[src/rtl/mac_array_feeder.sv]
// Skew feeder for the systolic minifloat matrix multiplier: buffers A and B, then streams them diagonally.
// Optional build macro FEEDER_AUTOCLR_EN clears both buffers on the DONE cycle.
module mac_array_feeder #(
  parameter int N  = 3,
  parameter int DW = 8
) (
  input  logic                clk,
  input  logic                rst,
  input  logic                load_valid,
  output logic                load_ready,
  input  logic                load_sel,
  input  logic [$clog2(N)-1:0] load_row,
  input  logic [$clog2(N)-1:0] load_col,
  input  logic [DW-1:0]       load_data,
  input  logic                start,
  output logic                busy,
  output logic                stream_valid,
  output logic                done,
  output logic [N*DW-1:0]     a_out,
  output logic [N*DW-1:0]     b_out
);

  localparam int IW = $clog2(N);
  localparam int TW = $clog2(3*N-1);
  localparam logic [TW-1:0] LAST_T = TW'(3*N-3);

  localparam logic [1:0] IDLE   = 2'd0;
  localparam logic [1:0] STREAM = 2'd1;
  localparam logic [1:0] DONE   = 2'd2;

  logic [1:0]      state;
  logic [TW-1:0]   t;
  logic [DW-1:0]   a_buf [N][N];
  logic [DW-1:0]   b_buf [N][N];
  logic [N*DW-1:0] a_lane, b_lane;
  logic [N*DW-1:0] a_rd, b_rd;
  logic            rd_valid, rd_done;
  logic            wr_en;

  assign load_ready = (state == IDLE);
  assign busy       = (state != IDLE);
  // Out-of-range indices only occur for non-power-of-2 N and are simply dropped.
  assign wr_en = load_valid && load_ready && (int'(load_row) < N) && (int'(load_col) < N);

  always_ff @(posedge clk) begin
    if (rst) begin
      state <= IDLE;
      t     <= '0;
    end else begin
      case (state)
        IDLE: begin
          t <= '0;
          if (start) state <= STREAM;
        end
        STREAM: begin
          if (t == LAST_T) state <= DONE;
          else             t     <= t + TW'(1);
        end
        DONE: begin
          state <= IDLE;
          t     <= '0;
        end
        default: begin
          state <= IDLE;
          t     <= '0;
        end
      endcase
    end
  end

  always_ff @(posedge clk) begin
    if (rst) begin
      for (int i = 0; i < N; i++) begin
        for (int j = 0; j < N; j++) begin
          a_buf[i][j] <= '0;
          b_buf[i][j] <= '0;
        end
      end
    end else begin
      if (wr_en) begin
        if (load_sel) b_buf[load_row][load_col] <= load_data;
        else          a_buf[load_row][load_col] <= load_data;
      end
`ifdef FEEDER_AUTOCLR_EN
      if (state == DONE) begin
        for (int i = 0; i < N; i++) begin
          for (int j = 0; j < N; j++) begin
            a_buf[i][j] <= '0;
            b_buf[i][j] <= '0;
          end
        end
      end
`else
`endif
    end
  end

  // Element (i,j) sits on the anti-diagonal i+j, so it is due on its lane exactly when t == i+j.
  always_comb begin
    a_lane = '0;
    b_lane = '0;
    for (int i = 0; i < N; i++) begin
      for (int j = 0; j < N; j++) begin
        if (t == TW'(i + j)) begin
          a_lane[DW*i +: DW] = a_buf[i][j];
          b_lane[DW*j +: DW] = b_buf[i][j];
        end
      end
    end
  end

  // Buffer read is registered like a RAM port, then the output register drives the array edges.
  always_ff @(posedge clk) begin
    if (rst) begin
      a_rd         <= '0;
      b_rd         <= '0;
      rd_valid     <= 1'b0;
      rd_done      <= 1'b0;
      a_out        <= '0;
      b_out        <= '0;
      stream_valid <= 1'b0;
      done         <= 1'b0;
    end else begin
      a_rd         <= (state == STREAM) ? a_lane : '0;
      b_rd         <= (state == STREAM) ? b_lane : '0;
      rd_valid     <= (state == STREAM);
      rd_done      <= (state == DONE);
      a_out        <= a_rd;
      b_out        <= b_rd;
      stream_valid <= rd_valid;
      done         <= rd_done;
    end
  end

endmodule
[config.mk]
export PLATFORM = sky130hd
export DESIGN_NAME = mac_array_feeder
export DESIGN_NICKNAME = d
export VERILOG_FILES = /design/src/rtl/mac_array_feeder.sv
export SDC_FILE = /design/constraint.sdc
export NUM_CORES = 1
export LEC_CHECK = 0
export BUFFER_PORTS_ARGS = -buffer_cell sky130_fd_sc_hd__buf_4
export CELL_PAD_IN_SITES_DETAIL_PLACEMENT = 1
export CELL_PAD_IN_SITES_GLOBAL_PLACEMENT = 1
export CORE_MARGIN = 5
export CORE_UTILIZATION = 40
export CTS_CLUSTER_SIZE = 10
export DETAILED_ROUTE_END_ITERATION = 10
export PLACE_DENSITY = 0.65
export RECOVER_POWER = 50
export SETUP_SLACK_MARGIN = 0.15
export SKIP_CTS_REPAIR_TIMING = 1
export SLEW_MARGIN = 10
export SYNTH_ARGS = -nofsm -noshare
export SYNTH_HDL_FRONTEND = slang
export SYNTH_SLANG_ARGS = --single-unit
[constraint.sdc]
create_clock -name clk -period 3.9 [get_ports clk]
set_clock_uncertainty 0.05 [all_clocks]
set_input_delay 0.78 -clock clk [delete_from_list [all_inputs] [get_ports clk]]
set_output_delay 0.78 -clock clk [all_outputs]
set_load 0.1 [all_outputs]
Word-level counts from Yosys, hierarchy flattened --
Memory sizes are Yosys's and may differ from the RTL's. Cells that the tools add are included.
Word-level totals: word-level logic and storage cells 78, bits in registers 105, bits in writable memories 144, memories kept 2, bits of input ports 17
Operators by class: muxes and demuxes 39, add/sub/neg operators 1, reduce and logical (&&, ||, !) cells 11, bitwise gates (word level) 2, magnitude comparators 4, equal/unequal tests 9
Memories:
- a_buf | words 3, bits a word 24, read ports 3, clocked after Yosys merged registers in 0, wr ports 3, line 33 | logic [DW-1:0] a_buf [N][N];
- b_buf | words 3, bits a word 24, read ports 3, clocked after Yosys merged registers in 0, wr ports 3, line 34 | logic [DW-1:0] b_buf [N][N];
Operator list (count):
- $mux W8 | 19
- $mux W24 | 6
- $reduce_or A24 Y1 | 2
- $demux W8 S2 | 1
- $mux W1 | 8
- $mux W2 | 4
- $eq A3 B2 Y1 const B | 2
- $eq A3 B3 Y1 const B | 2
- $logic_and A1 B1 Y1 | 4
- $lt A2 B2 Y1 const B | 2
- $pmux W2 S2 | 1
- $add A3 B1 Y3 const B | 1
- $eq A3 B1 Y1 const B | 1
- $ge A3 B3 Y1 const B | 1
- $logic_not A3 Y1 | 1
- $lt A3 B1 Y1 const B | 1
- $not A2 Y3 | 1
- $eq A2 B1 Y1 const B | 1
- $eq A2 B2 Y1 const B | 1
- $logic_not A2 Y1 | 1
- $ne A2 B1 Y1 const B | 1
- $ne A2 B2 Y1 const B | 1
- $reduce_and A2 Y1 | 1
- $reduce_bool A2 Y1 | 1
- other kinds (2) | 2

Logic depth before layout (Yosys ltp) --
Gate-level depths: netlist of the first run.
depth after elaboration 9, depth in mapped cells 8

Worst setup path before layout of the first run --
No wires, ideal clock.
path kind reg-to-output, start point register state[1], end point output port busy, data required time 3070 ps, buffers on the path 0, cell stages (with the launch flop) 3, data arrival time 2551 ps, setup slack 519 ps, cell sequence dfxtp_1 > nor2_1 > inv_1
On the way: word-level cells in the longest chain between the ends 1
RTL lines:
- start, declared | line 31 | logic [1:0] state;
- start signal, assigned | line 47 | state <= IDLE;
- start signal, assigned | line 53 | if (start) state <= STREAM;
- start signal, assigned | line 56 | if (t == LAST_T) state <= DONE;
- $reduce_bool A2 Y1 | line 41 | assign busy = (state != IDLE);
- end, declared | line 16 | output logic busy,
No other way between the ends.

==> results of run 1 <==
==> cell usage after synthesis, types with 9 or more instances <==
cell      count  area share, %
edfxtp_1    144             46
dfxtp_1     105             22
nor2b_1      87            5.8
and3_1       66            4.4
clkbuf_1     53            2.1
nor3_1       39            2.1
nand2_1      37            1.5
nor2_1       36            1.4
a221oi_1     32            3.0
o21ai_0      28            1.5
and2_1       21            1.4
inv_1        11           0.44
a22o_1       10           0.93
a21o_1        9           0.72
and4_1        9           0.84
==> cell usage in the layout, fill, tap and decap left out, drive strengths merged, types with 23 or more instances in the layout <==
cell and instances:
a221oi 32, and2 23, and3 66, buf 30
clkbuf 105, dfxtp 105, edfxtp 144, nand2 37
nor2 36, nor2b 87, nor3 43, o21ai 30
==> final cells by class <==
class                           instances  area (um^2)  share of cell area [%]
Clock buffer                           52        852.1                   7.877
Timing Repair Buffer                   83        424.2                   3.921
Tap cell                              319        399.1                   3.690
Inverter                               12        45.04                  0.4164
Multi-Input combinational cell        433         2670                   24.68
Sequential cell                       249         6426                   59.41
==> sequential cells by signal, indices dropped and copies added, names as in the netlist <==
signal and flops:
a_buf 72, a_out 24, a_rd 24, b_buf 72, b_out 24, b_rd 24
done 1, rd_done 1, rd_valid 1, state 2, stream_valid 1, t 3
==> report_power, final <==
part | switching, mW | total (mW) | internal, mW
registers | 0.0232 | 2.87 | 2.85
logic | 0.223 | 0.287 | 0.0633
clock network | 0.982 | 2.43 | 1.45
==> final timing paths <==
check                           cells past startpoint                         end  slack, ps                 from
worst min register to register                      1        a_out[13]$_SDFF_PP0_        380  a_rd[13]$_SDFF_PP0_
worst max-delay path                                4  a_buf[2][19]$_SDFFCE_PN0P_       1020                  rst
worst max register to register                      6           t[0]$_SDFFE_PP0N_       1100    t[0]$_SDFFE_PP0N_
worst min-delay path                                1        a_out[13]$_SDFF_PP0_        380  a_rd[13]$_SDFF_PP0_
==> metrics by stage <==
step | util [%] | instances | power, mW | area, um^2 | setup slack (ps)
after global placement | 43.64 | 1096 | 3.204 | 10180 | 1051
after floorplan | - | 756 | 3.101 | 9415 | 519.0
after detailed placement | 43.64 | 1096 | 3.218 | 10180 | 998.8
final | 46.36 | 1148 | 5.589 | 10820 | 1022
after CTS | 47.29 | 1148 | 5.647 | 11030 | 1371
after global routing | 46.36 | 1148 | 5.783 | 10820 | 705.5
==> kinds of logic after synthesis <==
family / after synthesis
compound gates: 102
xor+xnor: 1
buf+inv: 74
simple gates: 325
fa+ha+maj: 5
flops: 249
==> routing by layer <==
layer / track usage (%) / part of all wire, % / up-vias
met3: 2.927 / 5.0 / 51
met1: 23.01 / 43 / 3085
met2: 31.23 / 49 / 153
met5: 0 / 0 / -
met4: 5.185 / 2.6 / 0
li1: - / - / 2837
==> results.sh, run 1 <==
export IMPL_outcome="finished with violations"
export IMPL_violations="capacitance limit, slew limit"
export IMPL_p_per_area_nw_per_um2=516.7
export IMPL_relSlewSlack_pct=-19.96
export IMPL_critical_path_required_ps=4140
export IMPL_synthArstFlopShare_pct=0
export IMPL_die_area_um2=26710
export IMPL_synthAdderAreaFrac_pct=0.6645
export IMPL_initial_core_util_pct=40.35
export IMPL_drtAntennaViolNets=0
export IMPL_fin_crit_ps=2878
export IMPL_gr_total_overflow=0
export IMPL_synthDistinctLibCells=45
export IMPL_std_cell_rows=56
export IMPL_wl_per_cell_um=20.78
export IMPL_clkTransAtPathRegs_ps=50
export IMPL_drtIter0Drc=392
export IMPL_portBuffers=68
export IMPL_synth_xor_xnor_area_share_pct=0.09302
export IMPL_grt_pass1_vias=6415
export IMPL_gp_congestion=0.8034
export IMPL_die_x_um=163.4
export IMPL_die_h_um=163.4
export IMPL_grt_first_pass_wirelength_um=36780
export IMPL_drt_vias_per_instance=5.336
export IMPL_crit_chain="buf_4 -> clkbuf_1 -> nor2_1 -> and3_1"
export IMPL_peakVddDrop_mv=0.2663
export IMPL_ys_seq_elements=249
export IMPL_slew_viol_final=84
export IMPL_wl_um=23860
export IMPL_vias=6126
export IMPL_cts_buffer_depth=3
export IMPL_cts_tree="yes"
export IMPL_leakage_nw=4.109
export IMPL_muxShareOfSynthArea_pct=0
export IMPL_worstSetupStartpointType="input port"
export IMPL_rsz0062_at_grt="false"
export IMPL_root_buffer="clkbuf_16"
export IMPL_worst_path_buf_inv=2
export IMPL_ys_seq_area_share_pct=68.25
export IMPL_area_growth_pct=14.88
export IMPL_critPathMaxStageDelay_ps=1280
export IMPL_min_path_type="reg2reg"
export IMPL_cts_max_level=1
export IMPL_path_class="in2reg"
export IMPL_grt_usage_pct=17.88
export IMPL_boundaryPins=69
export IMPL_drtPass1Iterations=4
export IMPL_numCtsBuffers=29
export IMPL_hold_slack_ps=382.2
export IMPL_syn_area_per_cell_um2=12.45
export IMPL_nNetsFinal=830
export IMPL_antenna_found_initial=1
export IMPL_setup_viol=0
export IMPL_synth_cell_area_um2=9415
export IMPL_syn_nets=778
export IMPL_worst_slew_pin_slew_ps=1799
export IMPL_min_period_over_period_pct=73.80
export IMPL_synth_top_family_by_area="simple AND/OR/NAND/NOR gates"
export IMPL_coreArea_um2=23330
export IMPL_fmax_mhz=347.4
export IMPL_endpoint_kind="flop"
export IMPL_crit_family="buffers and inverters"
export IMPL_maxCapViolations=2
export IMPL_worstSkewPairLatency_ps=540
export IMPL_fill_cells=2466
export IMPL_critPathArrivalTime_ps=3120
export IMPL_tns_ps=0
export IMPL_hpwl_um=15860
export IMPL_finalHoldViolations=0
export IMPL_synth_cells=756
export IMPL_synth_simple_area_share_pct=19.81
export IMPL_grt_max_degree=48
export IMPL_drive_gt1_share_pct=8.444
export IMPL_crit_slowest_cell="clkbuf_1"
export IMPL_cts_sinks=249
export IMPL_dominantRegCellSynth="edfxtp_1"
export IMPL_cp_max_fo=36
export IMPL_synth_edff_count=144
export IMPL_synth_compound_area_share_pct=7.987
export IMPL_ys_warn_count=0
export IMPL_antennaDiodeCount=0
export IMPL_drc=0
Power figures use the tool's default switching activity.
==> run 2, diff against run 1 <==
Clock period 3.9 ns to 2.9 ns, I/O delays scaled along.
==> results.sh, run 2 (synthesis results as in run 1) <==
export IMPL_outcome="finished with violations"
export IMPL_violations="capacitance limit, slew limit"
export IMPL_cts_max_level=1
export IMPL_drtIter0Drc=434
export IMPL_maxCapViolations=1
export IMPL_std_cell_rows=56
export IMPL_antenna_found_initial=0
export IMPL_coreArea_um2=23330
export IMPL_cts_tree="yes"
export IMPL_placed_cell_area_um2=10290
export IMPL_gr_total_overflow=0
export IMPL_hpwl_um=15790
export IMPL_fmax_mhz=384.1
export IMPL_fin_crit_ps=2603
export IMPL_critical_path_reg2reg_startpoint="t[2]$_SDFFE_PP0N_"
export IMPL_antennaDiodeCount=0
export IMPL_cts_buffer_depth=3
export IMPL_tns_ps=0
export IMPL_grt_max_degree=63
export IMPL_clkTransAtPathRegs_ps=60
export IMPL_die_x_um=163.4
export IMPL_p_per_area_nw_per_um2=684.0
export IMPL_finalHoldViolations=0
export IMPL_worstReg2RegEnd="b_rd[20]$_SDFF_PP0_"
export IMPL_drtPass1Iterations=5
export IMPL_grt_usage_pct=17.73
export IMPL_slew_viol_final=36
export IMPL_cts_sinks=249
export IMPL_reg_top3="a_buf x72, b_buf x72"
export IMPL_relSlewSlack_pct=-14.72
export IMPL_numCtsBuffers=29
export IMPL_wl_met1_um=10280
export IMPL_critPathArrivalTime_ps=2830
export IMPL_worstSetupStartpointType="input port"
export IMPL_layout_common_cells="144 x edfxtp_1, 105 x dfxtp_1, 87 x nor2b_1"
export IMPL_reg2reg_depth=5
export IMPL_critical_path_required_ps=3130
export IMPL_boundaryPins=69
export IMPL_min_period_over_period_pct=89.77
export IMPL_cp_max_fo=32
export IMPL_rsz0062_at_grt="false"
export IMPL_setup_viol=0
export IMPL_worstSkewPairLatency_ps=540
export IMPL_final_area_um2=10880
export IMPL_drive_gt1_share_pct=9.964
export IMPL_die_area_um2=26710
export IMPL_root_buffer="clkbuf_16"
export IMPL_die_h_um=163.4
export IMPL_gp_congestion=0.8709
export IMPL_hp_start="rst"
export IMPL_grt_pass1_vias=6486
export IMPL_drc=0
export IMPL_fin_cells=1162
export IMPL_highest_layer="met4"
export IMPL_min_path_type="in2reg"
export IMPL_met2_length_um=11760
export IMPL_worst_slew_pin_slew_ps=1721
export IMPL_hold_slack_ps=230.1
export IMPL_drtAntennaViolNets=0
export IMPL_initial_core_util_pct=40.35
export IMPL_fill_cells=2495
export IMPL_reg2reg_slack_ps=360
export IMPL_wl_per_cell_um=20.49
export IMPL_final_common_cell="edfxtp_1"
export IMPL_vias=6127
export IMPL_leakage_nw=4.148
export IMPL_hold_path_end="a_out[16]$_SDFF_PP0_"
export IMPL_portBuffers=68
export IMPL_drt_vias_per_instance=5.273
export IMPL_wl_um=23810
export IMPL_nNetsFinal=844
export IMPL_peakVddDrop_mv=0.3487
export IMPL_area_growth_pct=15.57
export IMPL_grt_first_pass_wirelength_um=36580
export IMPL_endpoint_kind="flop"
export IMPL_path_class="in2reg"
export IMPL_wl_met3_um=1142
export IMPL_hold_path_cell_count=2
export IMPL_dpl_cell_count=1110
[run 2: changes by cell type in the layout (fill, tap and decap cells not counted), sizes merged]
cell | before | now
buf | 30 | 40
clkinv | 0 | 3
clkbuf | 105 | 106
[run 2: worst max-delay path, cell delays in order]
cell,delay [ps]
buf_4,130
clkbuf_1,1000
or3b_2,350
nor3_1,70
clkbuf_2,360
and3_1,320
[run 2: power by group]
part / internal [mW] / total (mW) / switching, mW
sequential: 3.83 / 3.86 / 0.0316
combinational: 0.0939 / 0.393 / 0.299
clock: 1.85 / 3.19 / 1.34
[run 2: layer usage]
layer	up-vias	global-route usage (%)
li1	2867	-
met1	3065	23.06
met2	150	30.53
met3	45	3.028
met4	0	5.223
met5	-	0
[run 2: worst max path at each step]
stage	to	slack, ps	start	depth (start not counted)
6_report	b_buf[0][12]$_SDFFCE_PN0P_	300	rst	6
5_1_grt	b_buf[1][3]$_SDFFCE_PN0P_	150	rst	6
4_1_cts	b_rd[21]$_SDFF_PP0_	360	t[2]$_SDFFE_PP0N_	5
3_5_place_dp	b_rd[6]$_SDFF_PP0_	180	rst	5
3_3_place_gp	b_rd[6]$_SDFF_PP0_	190	rst	5
2_1_floorplan	b_buf[2][10]$_DFFE_PP_	280	load_valid	3
[run 2: layout make-up]
cell class,count,area [um^2],share of cell area [%]
clock buffer,49,800.8,7.359
clock inverter,3,15.01,0.1380
inverter,12,45.04,0.4139
multi-input combinational,433,2678,24.61
sequential,249,6426,59.05
tap,319,399.1,3.668
timing repair buffer,97,518.0,4.760
[run 2: per-stage QoR]
step	utilization [%]	setup slack [ps]	total power, mW
4_1_cts	47.60	357.3	7.531
6_report	46.64	296.8	7.444
3_5_place_dp	44.10	182.4	4.336
5_1_grt	46.64	146.3	7.683
2_1_floorplan	-	281.4	4.171
3_3_place_gp	44.10	187.1	4.321
